[src/rtl/led7seg_pkg.sv]
// Shared types and constants for the 74HC595-driven 7-segment scan logic.
package led7seg_pkg;

    localparam int SEG_W      = 8;
    localparam int WORD_W     = 16;
    localparam int MAX_DIGITS = 8;

    // Serial engine states; HOLD belongs to the scan scheduler's view of a slot.
    typedef enum logic [2:0] {
        IDLE,
        LOAD,
        SHIFT_LO,
        SHIFT_HI,
        LATCH,
        HOLD
    } scan_state_t;

    // Scheduler phase: waiting for enable, transaction in flight, or holding a digit.
    typedef enum logic [1:0] {
        SCAN_IDLE,
        SCAN_XFER,
        SCAN_HOLD
    } scan_phase_t;

    // One-hot, active-high digit select byte.
    function automatic logic [SEG_W-1:0] digit_sel(input logic [2:0] idx);
        return SEG_W'(1) << idx;
    endfunction

endpackage

[src/rtl/hc595_shifter.sv]
// Serialises one 16-bit word MSB-first into a 595 chain, then pulses the latch.
// Latency: 1 + 33*sclk_div cycles from start to done; start is ignored while a word is in flight.
// Backpressure: none; the caller must wait for done before issuing the next start.
module hc595_shifter
    import led7seg_pkg::*;
#(
    parameter int unsigned sclk_div = 4
) (
    input  logic              clk,
    input  logic              rst_n,
    input  logic              start,
    input  logic [WORD_W-1:0] word,
    output logic              done,
    output logic              sclk,
    output logic              rclk,
    output logic              dio
);

    localparam int unsigned PH_W = (sclk_div > 1) ? $clog2(sclk_div) : 1;
    localparam logic [PH_W-1:0] PH_LAST = PH_W'(sclk_div - 1);

    scan_state_t       state;
    logic [PH_W-1:0]   phase;
    logic [3:0]        bitcnt;
    logic [WORD_W-1:0] word_q;
    logic              phase_end;

    assign phase_end = (phase == PH_LAST);

    // Combinational so the scheduler can enter HOLD on the very next cycle.
    assign done = (state == LATCH) && phase_end;

    always_ff @(posedge clk or negedge rst_n) begin
        if (!rst_n) begin
            state  <= IDLE;
            phase  <= '0;
            bitcnt <= '0;
            word_q <= '0;
            sclk   <= 1'b0;
            rclk   <= 1'b0;
            dio    <= 1'b0;
        end else begin
            case (state)
                IDLE: begin
                    phase <= '0;
                    if (start) begin
                        state <= LOAD;
                    end
                end
                // The word is sampled here, after the scheduler has moved idx for this slot.
                LOAD: begin
                    word_q <= word;
                    dio    <= word[WORD_W-1];
                    bitcnt <= 4'd15;
                    phase  <= '0;
                    sclk   <= 1'b0;
                    state  <= SHIFT_LO;
                end
                SHIFT_LO: begin
                    if (phase_end) begin
                        phase <= '0;
                        sclk  <= 1'b1;
                        state <= SHIFT_HI;
                    end else begin
                        phase <= phase + 1'b1;
                    end
                end
                // dio only moves on the falling side so setup before each rise is sclk_div cycles.
                SHIFT_HI: begin
                    if (phase_end) begin
                        phase <= '0;
                        sclk  <= 1'b0;
                        if (bitcnt == 4'd0) begin
                            rclk  <= 1'b1;
                            state <= LATCH;
                        end else begin
                            bitcnt <= bitcnt - 4'd1;
                            dio    <= word_q[bitcnt - 4'd1];
                            state  <= SHIFT_LO;
                        end
                    end else begin
                        phase <= phase + 1'b1;
                    end
                end
                LATCH: begin
                    if (phase_end) begin
                        phase <= '0;
                        rclk  <= 1'b0;
                        dio   <= 1'b0;
                        state <= IDLE;
                    end else begin
                        phase <= phase + 1'b1;
                    end
                end
                default: begin
                    state <= IDLE;
                end
            endcase
        end
    end

endmodule

[src/rtl/hc595_scan_ctrl.sv]
// Digit-scan scheduler: snapshots a frame, drives one 595 transaction per digit, holds each digit.
// Latency: slot = 1 + 33*sclk_div + digit_hold cycles; frame_done every num_digits slots.
// Backpressure: none; en only gates the start of the next slot, an active slot always completes.
module hc595_scan_ctrl
    import led7seg_pkg::*;
#(
    parameter int unsigned input_clk_freq = 100_000_000,
    parameter int unsigned sclk_div       = 4,
    parameter int unsigned digit_hold     = input_clk_freq / 1000,
    parameter int unsigned num_digits     = 8
) (
    input  logic                        clk,
    input  logic                        rst_n,
    input  logic                        en,
    input  logic [MAX_DIGITS*SEG_W-1:0] seg_data,
    output logic                        sclk,
    output logic                        rclk,
    output logic                        dio,
    output logic [2:0]                  digit_idx,
    output logic                        busy,
    output logic                        frame_done
);

    localparam int unsigned HC_W = (digit_hold > 1) ? $clog2(digit_hold) : 1;
    localparam logic [HC_W-1:0] HOLD_LAST = HC_W'(digit_hold - 1);
    localparam logic [2:0]      LAST_IDX  = 3'(num_digits - 1);

    scan_phase_t                           phase_st;
    logic [MAX_DIGITS-1:0][SEG_W-1:0]      frame_buf;
    logic [2:0]                            idx;
    logic [HC_W-1:0]                       hold_cnt;
    logic                                  hold_end;
    logic                                  last_digit;
    logic                                  start;
    logic                                  xfer_done;
    logic [WORD_W-1:0]                     word;

    always_comb begin
        hold_end   = (phase_st == SCAN_HOLD) && (hold_cnt == HOLD_LAST);
        last_digit = (idx == LAST_IDX);
        // A new slot starts from IDLE or straight out of HOLD, whenever en is still high.
        start      = en && ((phase_st == SCAN_IDLE) || hold_end);
        word       = {frame_buf[idx], digit_sel(idx)};
    end

    always_ff @(posedge clk or negedge rst_n) begin
        if (!rst_n) begin
            phase_st   <= SCAN_IDLE;
            frame_buf  <= '0;
            idx        <= '0;
            hold_cnt   <= '0;
            frame_done <= 1'b0;
        end else begin
            frame_done <= 1'b0;
            case (phase_st)
                SCAN_IDLE: begin
                    if (en) begin
                        frame_buf <= seg_data;
                        idx       <= '0;
                        phase_st  <= SCAN_XFER;
                    end
                end
                SCAN_XFER: begin
                    if (xfer_done) begin
                        hold_cnt <= '0;
                        phase_st <= SCAN_HOLD;
                    end
                end
                SCAN_HOLD: begin
                    if (hold_end) begin
                        if (last_digit) begin
                            frame_done <= 1'b1;
                            idx        <= '0;
                            if (en) begin
                                frame_buf <= seg_data;
                                phase_st  <= SCAN_XFER;
                            end else begin
                                phase_st  <= SCAN_IDLE;
                            end
                        end else if (!en) begin
                            idx      <= '0;
                            phase_st <= SCAN_IDLE;
                        end else begin
                            idx      <= idx + 3'd1;
                            phase_st <= SCAN_XFER;
                        end
                    end else begin
                        hold_cnt <= hold_cnt + 1'b1;
                    end
                end
                default: begin
                    phase_st <= SCAN_IDLE;
                end
            endcase
        end
    end

    assign digit_idx = idx;
    assign busy      = (phase_st != SCAN_IDLE);

    hc595_shifter #(
        .sclk_div (sclk_div)
    ) u_shifter (
        .clk   (clk),
        .rst_n (rst_n),
        .start (start),
        .word  (word),
        .done  (xfer_done),
        .sclk  (sclk),
        .rclk  (rclk),
        .dio   (dio)
    );

endmodule

[config.mk]
export PLATFORM = sky130hd
export DESIGN_NAME = hc595_scan_ctrl
export DESIGN_NICKNAME = d
export VERILOG_FILES = /design/src/rtl/led7seg_pkg.sv /design/src/rtl/hc595_shifter.sv /design/src/rtl/hc595_scan_ctrl.sv
export SDC_FILE = /design/constraint.sdc
export NUM_CORES = 1
export LEC_CHECK = 0
export ABC_AREA = 1
export BUFFER_PORTS_ARGS = -buffer_cell sky130_fd_sc_hd__buf_2
export CAP_MARGIN = 20
export CORE_MARGIN = 4
export CORE_UTILIZATION = 55
export CTS_CLUSTER_DIAMETER = 120
export DETAILED_ROUTE_END_ITERATION = 16
export GPL_TIMING_DRIVEN = 1
export HOLD_SLACK_MARGIN = 0.1
export PLACE_DENSITY = 0.78
export SLEW_MARGIN = 0
export SYNTH_ARGS = -nofsm -noshare
export SYNTH_HDL_FRONTEND = slang
export SYNTH_SLANG_ARGS = --single-unit
[constraint.sdc]
create_clock -name clk -period 1.92 [get_ports clk]
set_input_delay 0.384 -clock clk [delete_from_list [all_inputs] [get_ports clk]]
set_output_delay 0.384 -clock clk [all_outputs]
set_load 0.02 [all_outputs]
**Word level (Yosys, flattened, before mapping)**

Index checks and enable logic that the tools add are counted.

- Flip-flop bits (word level): 115
- Input bits: 67
- Output and inout port bits: 8
- Logic and storage cells: 116

- $add $sub $neg: 4
- Magnitude comparators: 2
- Equality and inequality tests: 20
- Shifts and indexed selects: 1
- Multiplexer cells: 44
- Reductions and logical operators: 26

Operator list:

| kind | number |
|---|---|
| $mux W64 | 3 |
| $pmux W64 S2 | 1 |
| $mux W17 | 2 |
| $pmux W17 S2 | 1 |
| $mux W3 | 9 |
| $bmux W8 S3 | 1 |
| $reduce_and A3 Y1 | 6 |
| $add A17 B1 Y17 const B | 1 |
| $eq A17 B17 Y1 const B | 1 |
| $pmux W3 S5 | 1 |
| $ne A2 B2 Y1 const B | 6 |
| $reduce_and A4 Y1 | 3 |
| $reduce_bool A2 Y1 | 6 |
| $mux W1 | 11 |
| $ne A2 B1 Y1 const B | 5 |
| $mux W2 | 4 |
| $mux W4 | 2 |
| $mux W8 | 1 |
| $pmux W4 S2 | 1 |
| $shl A1 B3 Y8 const A | 1 |
| $eq A3 B2 Y1 const B | 2 |
| $eq A3 B3 Y1 const B | 2 |
| $pmux W1 S3 | 2 |
| $pmux W2 S3 | 1 |
| other kinds (20) | 24 |

**Depth between registers and ports, before layout**

- Depth after elaboration: 6
- Depth in mapped cells: 12

**Cells and area by module**

Synthesis repeated with hierarchy kept, for this count alone.

- Cell total of the unflattened synthesis: 793
- Area, all modules: 6,148.4 um2

By module, submodules not included:

| module | times used | cells each | area each (um2) |
|---|---|---|---|
| hc595_scan_ctrl | 1 | 605 | 4,672.0 |
| hc595_shifter | 1 | 188 | 1,476.4 |

**Worst setup path after synthesis**

OpenSTA, ideal clock, no wires.

- Path kind: register -> register
- Start point: register u_shifter.bitcnt[0]
- End point: register u_shifter.bitcnt[1]
- Library setup time: 129 ps
- Arrival time: 1,542 ps
- Path slack: 249 ps
- Stages on the path, launching flop included: 12
- Path buffers: 2
- Clock period less this slack: 1,671 ps
- Cell sequence: dfrtp_1 > buf_2 > inv_1 > buf_2 > ha_1 > nand3_1 > nor2_1 > nor2_1 > nand2_1 > inv_1 > o21ai_0 > o21ai_0

- Word-level cells in the longest chain between the ends: 4

RTL lines:

| what | line | source |
|---|---|---|
| start: declaration | hc595_shifter.sv:24 | `logic [3:0] bitcnt;` |
| start signal: assignment | hc595_shifter.sv:77 | `bitcnt <= bitcnt - 4'd1;` |
| $sub A4 B1 Y4 | hc595_shifter.sv:77 |  |
| $mux W4 | hc595_shifter.sv:73 | `if (bitcnt == 4'd0) begin` |
| $mux W4 | hc595_shifter.sv:70 | `if (phase_end) begin` |
| $pmux W4 S2 | hc595_shifter.sv:43 | `case (state)` |

Parallel ways exist; a longest one is shown, timed or not. The select of a mux whose other input is x is not followed.
A chain may end at the register's enable or synchronous reset.

**Worst setup path after layout**

- Start point: register hold_cnt[1]
- End point: register frame_buf[44] (netlist bit)

- Word-level cells in the longest chain between the ends: 4

RTL lines:

| what | line | source |
|---|---|---|
| start: declaration | hc595_scan_ctrl.sv:31 | `logic [HC_W-1:0] hold_cnt;` |
| start signal: assignment | hc595_scan_ctrl.sv:88 | `hold_cnt <= hold_cnt + 1'b1;` |
| $eq A17 B17 Y1 | hc595_scan_ctrl.sv:39 | `hold_end = (phase_st == SCAN_HOLD) && (hold_cnt == HOLD_LAST);` |
| $logic_and A1 B1 Y1 | hc595_scan_ctrl.sv:39 |  |
| $ne A2 B2 Y1 (no source line) | - |  |
| $reduce_and A3 Y1 (no source line) | - |  |
| end signal: assignment | hc595_scan_ctrl.sv:58 | `frame_buf <= seg_data;` |
| end signal: assignment | hc595_scan_ctrl.sv:75 | `frame_buf <= seg_data;` |
| end: declaration | hc595_scan_ctrl.sv:29 | `logic [MAX_DIGITS-1:0][SEG_W-1:0] frame_buf;` |

No other way between the ends.

==> flow_summary.json <==
{
  "status": "finished clean",
  "yosys.area.top_type": "dfrtp_1",
  "cts_buffer_depth": 2,
  "p_per_area_mw_per_mm2": 785.0,
  "worst_hold_path_type": "input port to register",
  "vias": 5391,
  "critPathRequiredTime_ns": 2.23,
  "rr_worst_depth": 12,
  "antenna_cells": 0,
  "tritoncts": "done",
  "port_buffers": 74,
  "synth-seq-area-share_pct": 45.86,
  "leakage_nw": 3.951,
  "grt_pass1_vias": 5319,
  "cts_buffers": 17,
  "remaining_drc_errors": 0,
  "ys_ff_latch": 115,
  "ir_drop_mv": 1.167,
  "via_per_inst": 5.348,
  "clkSinkCount": 115,
  "dp_hpwl_mm": 10.31,
  "globalRouteOverflowTotal": 0,
  "critPathKind": "register to register",
  "crit_family": "simple AND/OR/NAND/NOR gates",
  "cp_slowest_cell": "dfrtp_1",
  "skew_ns": 0.009051,
  "start_util_pct": 57.13,
  "path_cells": "ha_4 > nand2_4 > inv_2 > nand2_2 > nor2_4 > nand2_4 > nand2_4 > nand3_4 > buf_12 > clkbuf_16 > nand2_1 > o21ai_2",
  "clkLatencyLatePin_ns": 0.42,
  "fin_crit_sh_pct": 95.76,
  "cp-start-kind": "register",
  "synthTopCellsByArea": "dfrtp_1, nand2_1, o21ai_2",
  "track_usage_pct": 23.90,
  "slowest_delay_ns": 0.43,
  "async_flop_share_pct": 100.0,
  "grt_start_max_net_pins": 46,
  "synth-edff-count": 0,
  "pre_cts_slack_ns": 0.06848,
  "relSlewSlack_pct": 61.56,
  "drt-initial-drc-count": 536,
  "pin_count": 75,
  "synth_cell_types": 33,
  "synth_nets": 839,
  "grt_antenna_before_repair": 0,
  "yosysWarnings": 0,
  "gp_congestion": 0.9560,
  "max_freq_ghz": 0.5439,
  "setup_violations": 0,
  "post_drt_wl_per_cell_um": 15.16,
  "syn_area_sq_mm": 0.006275,
  "crit_fanout": 6,
  "fp.dieW_um": 114.8,
  "row_count": 38,
  "cp.arrival_ns": 2.15,
  "grt_pass1_wl_mm": 24.91,
  "syn_area_per_cell_sq_um": 8.224,
  "cts_root_buf": "clkbuf_16",
  "final_cells": 1008,
  "post-synth-top-count-cell": "nand2_1",
  "firstDrtPassIters": 7,
  "cap_violations": 0,
  "end_kind": "register",
  "dieArea_sq_mm": 0.01318,
  "drive_gt1_share_pct": 26.84,
  "cts_max_level": 4,
  "finalMaxSlewViolations": 0,
  "die_y_um": 114.8,
  "ys_top_cells_by_count": "nand2_1, dfrtp_1, inv_1",
  "nets": 931,
  "path_buf_inv": 3,
  "antenna_left": 0,
  "setup_slack_ns": 0.08149,
  "core_sq_mm": 0.01098,
  "crit_cells": 12,
  "dp_cells": 964,
  "crit_top_cell": "nand2_4",
  "netlist_instances": 763,
  "timing.final.crit_period_ns": 1.839,
  "hold_depth": 3,
  "hold_viol_final": 0,
  "wl_mm": 15.28,
  "worst_pin_slew_ns": 0.5721,
  "synth_top_area_share_pct": 45.86,
  "ys.flop_type": "dfrtp_1",
  "clk_pin_slew_ns": 0.06,
  "syn_to_final_growth_pct": 19.80
}
tightest hold or removal path: cells and delay by family:
family                 cells  cell delay (ns)
buffers and inverters      2             0.15
AOI/OAI and AO/OA          1             0.05
metal layers:
layer | track usage [%] | part of all wire (%)
met1 | 30.93 | 41
met2 | 39.39 | 51
met3 | 5.789 | 6.0
met4 | 8.685 | 2.3
met5 | 0 | 0
state kept, by name, indices dropped and copies added, names as in the netlist:
register / flops
u_shifter.state: 3
u_shifter.sclk: 1
phase_st: 2
u_shifter.dio: 1
u_shifter.rclk: 1
hold_cnt: 17
frame_buf: 64
u_shifter.word_q: 16
digit_idx: 3
u_shifter.phase: 2
frame_done: 1
u_shifter.bitcnt: 4
through the flow:
step                hold WS (ns)  util (%)  TNS [ns]  total power [mW]  instance area, sq um
global placement          0.3432     61.23         0             2.641                  6725
floorplan                0.08841         -         0             2.510                  6275
finish                    0.1997     68.44         0             5.901                  7517
CTS                       0.1957     66.89         0             5.929                  7347
detailed placement        0.3505     61.23         0             2.645                  6725
global route              0.2032     68.44  -0.03582             6.073                  7517
worst paths after layout:
| check | startpoint | to | slack [ns] |
|---|---|---|---|
| setup / recovery | hold_cnt[1] | frame_buf[44] | 0.08 |
| hold / removal | seg_data[60] | frame_buf[60] | 0.20 |
| setup reg to reg | hold_cnt[1] | frame_buf[44] | 0.08 |
| hold reg to reg | u_shifter.sclk | u_shifter.sclk | 0.48 |
| max in group asynchronous | rst_n | frame_buf[33] | 0.89 |
| min in group asynchronous | rst_n | hold_cnt[15] | 0.45 |
layout by cell type, fill, tap and decap left out, types with 2 or more instances in the layout:
cell type | netlist | routed
ha_1 | 9 | 8
clkbuf_1 | 10 | 5
inv_1 | 101 | 101
inv_2 | 5 | 5
xor2_1 | 7 | 7
nand2_4 | 2 | 3
clkinvlp_4 | 0 | 3
o21ai_2 | 64 | 64
nand2_2 | 23 | 22
buf_12 | 6 | 4
nand2_1 | 174 | 174
bufinv_16 | 0 | 4
nor3_1 | 6 | 6
clkinv_2 | 0 | 2
buf_2 | 7 | 73
dfrtp_1 | 115 | 115
nor2_2 | 2 | 2
nand4_1 | 7 | 7
o211ai_1 | 14 | 14
nor2_1 | 70 | 70
buf_6 | 7 | 3
nand3_1 | 53 | 53
buf_4 | 0 | 21
a21oi_1 | 6 | 6
clkbuf_16 | 0 | 19
o21ai_0 | 54 | 54
o22ai_1 | 9 | 9
repair_timing:
item / in CTS / in global routing
resized for setup: 0 / 6
hold buffers: 1 / 0
setup buffers: 0 / 7
endpoints found under the setup margin: 0 / 51
hold endpoints to repair: 27 / 0
area by class of cell:
class | instances | area (sq um)
clock buffers | 23 | 457.9
fillers | 863 | 3466
inverters | 108 | 409.1
clock inverters | 9 | 153.9
repair buffers | 105 | 724.4
well taps | 140 | 175.2
flip-flops and latches | 115 | 2878
multi-input cells | 508 | 2719
cells by family after synthesis:
kind of cell	count (synthesis)	synth area share, %
xor+xnor	7	0.9771
compound gates	150	16.65
simple gates	342	23.63
buf+inv	140	11.09
fa+ha+maj	9	1.795
flops	115	45.86
report_power, final:
part	switching [mW]	internal (mW)
clock	1.10	2.20
sequential	0	2.43
combinational	0.104	0.0685
(Power assumes the default switching activity.)
